$ cat config.mk
export PLATFORM = sky130hd
export DESIGN_NAME = div_sequencer
export DESIGN_NICKNAME = d
export VERILOG_FILES = /design/src/rtl/div_sequencer.sv
export SDC_FILE = /design/constraint.sdc
export NUM_CORES = 1
export LEC_CHECK = 0
export BUFFER_PORTS_ARGS = -buffer_cell sky130_fd_sc_hd__buf_2
export CAP_MARGIN = 20
export CORE_MARGIN = 3
export CORE_UTILIZATION = 42
export DETAILED_ROUTE_END_ITERATION = 7
export GPL_ROUTABILITY_DRIVEN = 0
export SYNTH_ARGS = -nofsm -noshare
export SYNTH_HDL_FRONTEND = slang
export SYNTH_SLANG_ARGS = --single-unit
$ cat constraint.sdc
create_clock -name clk -period 6.8 [get_ports clk]
set_input_delay 1.36 -clock clk [delete_from_list [all_inputs] [get_ports clk]]
set_output_delay 1.36 -clock clk [all_outputs]
set_load 0.02 [all_outputs]
$ cat src/rtl/div_sequencer.sv
// Iterative restoring divider for RV32M DIV/DIVU/REM/REMU in the EX stage.
// Latency: XLEN+1 cycles from start accepted in IDLE to done; 1 cycle for divide-by-zero/overflow.
// Backpressure: stall holds the front of the pipe while the op is outstanding; flush aborts it.
module div_sequencer #(
  parameter int XLEN = 32
) (
  input  logic            clk,
  input  logic            rst,
  input  logic            start,
  input  logic [2:0]      funct3,
  input  logic [XLEN-1:0] rs1_val,
  input  logic [XLEN-1:0] rs2_val,
  input  logic            flush,
  output logic            busy,
  output logic            stall,
  output logic            done,
  output logic [XLEN-1:0] result
);

  localparam logic [1:0] IDLE = 2'd0;
  localparam logic [1:0] CALC = 2'd1;
  localparam logic [1:0] DONE = 2'd2;

  localparam int CW = $clog2(XLEN + 1);
  localparam logic [XLEN-1:0] MOST_NEG = {1'b1, {(XLEN-1){1'b0}}};

  logic [1:0]      state;
  logic [CW-1:0]   count;
  logic [XLEN-1:0] rem_q;
  logic [XLEN-1:0] quo_q;
  logic [XLEN-1:0] dvs_q;
  logic            neg_quo_q;
  logic            neg_rem_q;
  logic            want_rem_q;

  // Operand decode, evaluated only when an op is accepted in IDLE.
  logic            is_signed;
  logic            want_rem;
  logic            sign1;
  logic            sign2;
  logic [XLEN-1:0] mag1;
  logic [XLEN-1:0] mag2;
  logic            div_zero;
  logic            overflow;
  logic            special;
  logic [XLEN-1:0] special_res;

  // funct3[2] only separates the divide group from multiplies upstream.
  logic unused_funct3;
  assign unused_funct3 = funct3[2];

  always_comb begin
    is_signed   = ~funct3[0];
    want_rem    = funct3[1];
    sign1       = is_signed & rs1_val[XLEN-1];
    sign2       = is_signed & rs2_val[XLEN-1];
    mag1        = sign1 ? (~rs1_val + 1'b1) : rs1_val;
    mag2        = sign2 ? (~rs2_val + 1'b1) : rs2_val;
    div_zero    = (rs2_val == '0);
    overflow    = is_signed & (rs1_val == MOST_NEG) & (rs2_val == '1);
    special     = div_zero | overflow;
    special_res = '0;
    if (div_zero)
      special_res = want_rem ? rs1_val : '1;
    else if (!want_rem)
      special_res = rs1_val;
  end

  // One restoring step: the trial difference is XLEN+1 wide, so its MSB is the borrow.
  logic [XLEN:0]   shifted;
  logic [XLEN:0]   trial;
  logic            fits;
  logic [XLEN-1:0] rem_nxt;
  logic [XLEN-1:0] quo_nxt;
  logic [XLEN-1:0] quo_fix;
  logic [XLEN-1:0] rem_fix;
  logic [XLEN-1:0] final_res;

  always_comb begin
    shifted   = {rem_q, quo_q[XLEN-1]};
    trial     = shifted - {1'b0, dvs_q};
    fits      = ~trial[XLEN];
    rem_nxt   = fits ? trial[XLEN-1:0] : shifted[XLEN-1:0];
    quo_nxt   = {quo_q[XLEN-2:0], fits};
    quo_fix   = neg_quo_q ? (~quo_nxt + 1'b1) : quo_nxt;
    rem_fix   = neg_rem_q ? (~rem_nxt + 1'b1) : rem_nxt;
    final_res = want_rem_q ? rem_fix : quo_fix;
  end

  always_ff @(posedge clk) begin
    if (rst) begin
      state      <= IDLE;
      count      <= '0;
      done       <= 1'b0;
      result     <= '0;
      rem_q      <= '0;
      quo_q      <= '0;
      dvs_q      <= '0;
      neg_quo_q  <= 1'b0;
      neg_rem_q  <= 1'b0;
      want_rem_q <= 1'b0;
    end else begin
      done <= 1'b0;
      if (flush) begin
        state <= IDLE;
        count <= '0;
      end else begin
        case (state)
          IDLE: begin
            if (start) begin
              if (special) begin
                state  <= DONE;
                done   <= 1'b1;
                result <= special_res;
              end else begin
                state      <= CALC;
                count      <= CW'(XLEN);
                rem_q      <= '0;
                quo_q      <= mag1;
                dvs_q      <= mag2;
                neg_quo_q  <= sign1 ^ sign2;
                neg_rem_q  <= sign1;
                want_rem_q <= want_rem;
              end
            end
          end
          CALC: begin
            rem_q <= rem_nxt;
            quo_q <= quo_nxt;
            count <= count - 1'b1;
            if (count == CW'(1)) begin
              state  <= DONE;
              done   <= 1'b1;
              result <= final_res;
            end
          end
          DONE: begin
            // start here belongs to the retiring instruction.
            state <= IDLE;
          end
          default: begin
            state <= IDLE;
          end
        endcase
      end
    end
  end

  assign busy  = (state == CALC);
  assign stall = start & ~done & ~flush;

endmodule

Word-level counts from Yosys, hierarchy flattened

Index checks and enable logic that the tools add are counted.

Register bits: 140
Bits of input ports: 71
Output and inout port bits: 35
Word-level logic and storage cells: 80

$add $sub $neg: 6
Equal/unequal tests: 8
Muxes and demuxes: 30
Bitwise gates (word level): 17
Reductions and logical operators: 9

Operators with widths:

| operator                                                                | count |
|---|---|
| 32-bit two-way mux                                                      | 16 |
| 32-bit one-hot mux with 2 select lines                                  | 3 |
| 32-bit by 1-bit adder with 32-bit output, second input constant         | 4 |
| 32-bit inverter                                                         | 4 |
| 32-bit equality test, second input constant                             | 2 |
| 33-bit by 32-bit subtractor with 33-bit output                          | 1 |
| 32-bit logical NOT                                                      | 1 |
| 6-bit two-way mux                                                       | 2 |
| 6-bit one-hot mux with 2 select lines                                   | 1 |
| 4-bit AND reduction                                                     | 2 |
| 1-bit AND                                                               | 6 |
| 6-bit by 1-bit equality test with 1-bit output, second input constant   | 1 |
| 2-bit two-way mux                                                       | 3 |
| 2-bit inequality test, second input constant                            | 3 |
| 6-bit by 1-bit subtractor with 6-bit output, second input constant      | 1 |
| 1-bit inverter                                                          | 5 |
| 5-bit AND reduction                                                     | 1 |
| 2-bit one-hot mux with 2 select lines                                   | 1 |
| 1-bit two-way mux                                                       | 3 |
| 3-bit AND reduction                                                     | 1 |
| 2-bit by 1-bit equality test with 1-bit output, second input constant   | 1 |
| 2-bit logical NOT                                                       | 1 |
| 2-bit by 1-bit inequality test with 1-bit output, second input constant | 1 |
| 1-bit one-hot mux with 2 select lines                                   | 1 |
| other kinds (5)                                                         | 5 |

Logic depth before layout (Yosys ltp)

Word-level depth: 8
Mapped depth: 24
Depth with buffers taken out: 21

Worst setup path before layout

OpenSTA, ideal clock, no wires.

Kind: flip-flop to flip-flop
From: register quo_q[31]
To: register result[30]
Setup time: 0.074 ns
Arrival: 4.640 ns
Data required time: 6.726 ns
Setup slack: 2.086 ns
Stages on the path, launching flop included: 24
Buffers on the path: 2
Cells stage by stage: dfxtp_1 inv_1 ha_1 fa_1 nand2b_1 a21o_1 a2111oi_4 o21a_2 o21a_4 nor2_4 inv_4 buf_2 buf_1 nor2_1 a21oi_1 ha_1 nand3b_1 nor3_1 o21ai_0 o31a_1 nor4_4 nand3_1 mux2_1 a31oi_1

Cells in the longest elaborated chain, start to end: 8
Elaborated cells between the ends (all ways): 12
Those cells by class: 3 x add/sub; 6 x mux; 3 x bitwise

RTL lines:

| item                                                               | line   | source |
|---|---|---|
| start, declared                                                    | 30     | `logic [XLEN-1:0] quo_q;` |
| start signal, assigned                                             | 119    | `quo_q <= mag1;` |
| start signal, assigned                                             | 129    | `quo_q <= quo_nxt;` |
| 33-bit by 32-bit subtractor with 33-bit output                     | 81     | `trial = shifted - {1'b0, dvs_q};` |
| 32-bit two-way mux / 1-bit inverter (equally long branches)        | 83, 82 |  |
| 32-bit inverter, on equally long branches                          | 86, 85 |  |
| 32-bit by 1-bit adder with 32-bit output, on equally long branches | 86, 85 |  |
| 32-bit two-way mux, on equally long branches                       | 86, 85 |  |
| 32-bit two-way mux *                                               | 87     | `final_res = want_rem_q ? rem_fix : quo_fix;` |
| 32-bit two-way mux *                                               | 131    | `if (count == CW'(1)) begin` |
| 32-bit one-hot mux with 2 select lines *                           | 108    | `case (state)` |
| end signal, assigned                                               | 114    | `result <= special_res;` |
| end signal, assigned                                               | 134    | `result <= final_res;` |
| end, declared                                                      | 17     | `output logic [XLEN-1:0] result` |

Every way passes the cells marked *; elsewhere a longest branch is shown, timed or not. The select of a mux whose other input is x is not followed.
A chain may end at the register's enable or synchronous reset.

Worst setup path in the final report

From: register quo_q[31]
To: register result[20]

Same word-level chain as after synthesis.

==> impl_metrics.ini <==
[synth]
yosysTopAreaCell = dfxtp_1
synth_top_area_share_pct = 23.4
muxShareOfSynthArea_pct = 2.36
synth_common_cells = 265 x nor2_1, 140 x dfxtp_1, 133 x a21oi_1
synth-main-ff-cell = dfxtp_1
ys_types = 107
ys_seq_elements = 140
synthXorXnorAreaFrac_pct = 9.57
synth_top_family_by_area = compound AO/OA/AOI/OAI gates
yosysWarnings = 0
synth-async-reset-ratio_pct = 0
syn_nets = 1746
synthCells = 1635
synth_most_common_cell = nor2_1
synth_compound_area_share_pct = 28.7
ys_seq_area_share_pct = 23.4
syn_area_um2 = 12000
synth_edf_count = 0
synth.area.top_cells = dfxtp_1 23%, nor2_1 8.3%, a21oi_1 5.6%, xnor2_1 5.6%, a211oi_1 4.8%
syn_avg_cell_area_um2 = 7.33
synth_fa_ha_area_share_pct = 5.82
synthSimpleGateAreaFrac_pct = 24.0

[setup_path]
rrSetupSlack_ns = 1.44
critPathBufInv = 2
path_class = register to register
critPathTopFamily = compound AO/OA/AOI/OAI gates
crit_fanout = 50
cp-start-kind = register
crit_chain = inv_1 -> ha_1 -> fa_1 -> nand2b_1 -> a21o_1 -> a2111oi_4 -> o21a_2 -> o21a_4 -> nor2_4 -> inv_4 -> nor2_1 -> a21oi_1 -> ha_1 -> nand3b_1 -> nor3_1 -> o21ai_0 -> o31a_1 -> o41ai_1 -> xor2_1 -> a211oi_1 -> nor3_1
cp_slowest_cell = o41ai_1
end_kind = register
crit_arrival_ns = 5.64
required_ns = 7.08
worst_path_largest_cell_delay_ns = 0.45

[sta]
min_period_over_period_pct = 78.8
period_minus_slack_ns = 5.36
hold_viol = 0
finalMaxSlewViolations = 0
tns_ns = 0
skew_ns = 0.0179
finalSetupViolCount = 0
worst_pin_slew_ns = 0.930
max_freq_ghz = 0.187
rsz0062_at_grt = no
max_slew_margin_pct = 37.4

[clock_network]
cts_hold_repair.buffers = 0
ctsResizeCount = 0
clockBufferDepth = 2
htreeDepth = 4
cts.sinks = 140
clkLatencyLatePin_ns = 0.43
path_clk_slew_ns = 0.07
postCtsSetupRepairBufs = 0
cts_root_buffer = clkbuf_16
cts_tree = yes
cts_buffers = 17

[run_status]
status = completed

[global_routing]
grt_pass1_vias = 11400
grt_max_degree = 84
antenna_found_initial = 0
grtUsageTotal_pct = 24.9
grt_pass1_wl_um = 62100
overflow = 0

[flow_run]
cap_violations = 0

[finish]
antenna_cells = 0
synthToLayoutAreaGrowth_pct = 10.4
final_util_pct = 47.4
drive_gt1_share_pct = 13.1
final_nets = 1779

[placement]
numPortBuffers = 104
hpwl_um = 29000

[route]
vias = 12300
drc_errors = 0
drtPass1Iterations = 8
detail-route-antenna-nets = 0
drt_iter0_drc = 1001
avgViaCountPerCell = 5.96
drt-total-wl_um = 39000
routedWlPerCell_um = 18.9

[floorplanning]
start_util_pct = 42.9
ios = 106
die_area_um2 = 30600
rows = 61
placeableCoreArea_um2 = 27900
die_y_um = 175
die_w_um = 175

[power]
p_total_mw = 2.43
p_per_area_nw_per_um2 = 183
peakVddDrop_mv = 0.182
power.leakage_nw = 4.96

[hold_path]
holdCritPathClass = register to register
path summary, 6_finish.rpt:
| path | end | depth (start not counted) | from |
|---|---|---|---|
| worst min-delay path | dvs_q[31] | 2 | dvs_q[31] |
| worst max register to register | result[20] | 21 | quo_q[31] |
| worst min register to register | dvs_q[31] | 2 | dvs_q[31] |
| worst max-delay path | result[20] | 21 | quo_q[31] |
state kept, by name (all words and copies together), names as in the netlist:
name / cells
rem_q: 32
done: 1
state: 2
neg_rem_q: 1
quo_q: 32
dvs_q: 32
want_rem_q: 1
result: 32
neg_quo_q: 1
count: 6
kinds of logic (layout without fill, tap and decap cells):
group | Yosys count | in the layout
adders and majority gates | 59 | 59
AOI/OAI and AO/OA | 507 | 507
DFF | 140 | 140
muxes | 26 | 26
and+or+nand+nor | 601 | 601
xor gates and xnor gates | 131 | 131
buffers and inverters | 171 | 217
through the flow:
step | hold slack (ns) | instances | worst slack, ns | instance area, µm²
finish | 0.456 | 2059 | 1.44 | 13200
global route | 0.485 | 2059 | 1.05 | 13200
CTS | 0.453 | 2056 | 1.50 | 13200
detailed placement | 0.446 | 2024 | 1.48 | 12600
global placement | 0.441 | 2024 | 1.46 | 12600
floorplan | 0.432 | 1635 | 2.09 | 12000
where the power goes:
part	internal, mW	leakage, nW	switching, mW	total, mW
clock network	0.523	0.273	0.420	0.943
registers	0.850	1.14	0.0297	0.879
logic	0.218	3.55	0.385	0.603
metal layers:
metal / part of all wire [%] / track usage (%) / up-vias / wire length (µm)
met5: 0 / 0 / - / 0
met4: 1.8 / 6.45 / 0 / 720
met3: 5.5 / 3.06 / 48 / 2130
met2: 47 / 41.0 / 396 / 18100
met1: 46 / 34.6 / 5807 / 18000
li1: - / - / 6012 / -
cells in the final DEF (no fill, tap or decap), types with 8 or more instances in the layout:
cell | synthesis | final
nand3_1 | 29 | 29
o21ai_1 | 10 | 10
nand2_1 | 106 | 106
a31oi_1 | 43 | 43
maj3_1 | 19 | 19
and2_1 | 11 | 11
xor2_1 | 55 | 55
nand2b_1 | 16 | 14
mux2i_1 | 17 | 17
or4_1 | 11 | 11
a211oi_1 | 76 | 76
o41ai_1 | 16 | 16
inv_1 | 60 | 60
buf_2 | 14 | 103
nor4_1 | 18 | 18
or3_1 | 22 | 22
nor2_1 | 265 | 264
clkbuf_16 | 0 | 17
o22ai_1 | 9 | 9
o21a_1 | 8 | 8
a211o_1 | 10 | 10
nor3_1 | 45 | 44
dfxtp_1 | 140 | 140
o211ai_1 | 11 | 11
inv_6 | 0 | 8
ha_1 | 39 | 39
o221ai_1 | 8 | 8
a21o_1 | 13 | 13
o31ai_1 | 23 | 23
buf_4 | 0 | 19
xnor2_1 | 76 | 76
a21oi_1 | 133 | 133
o21ai_0 | 71 | 71
nand4_1 | 19 | 19
cell type report:
class                      instances  area (µm²)
fill                            2847       14700
multi-input combinational       1324        8470
sequential                       140        2800
timing repair buffer             124         683
tap                              378         473
clock buffer                      19         443
inverter                          61         231
clock inverter                    13         128
tightest hold or removal path: cells and delay by family, from the launching register on:
family | cells | cell delay, ns
DFF | 1 | 0.31
and+or+nand+nor | 1 | 0.05
AOI/OAI and AO/OA | 1 | 0.05
Power figures use the tool's default switching activity.
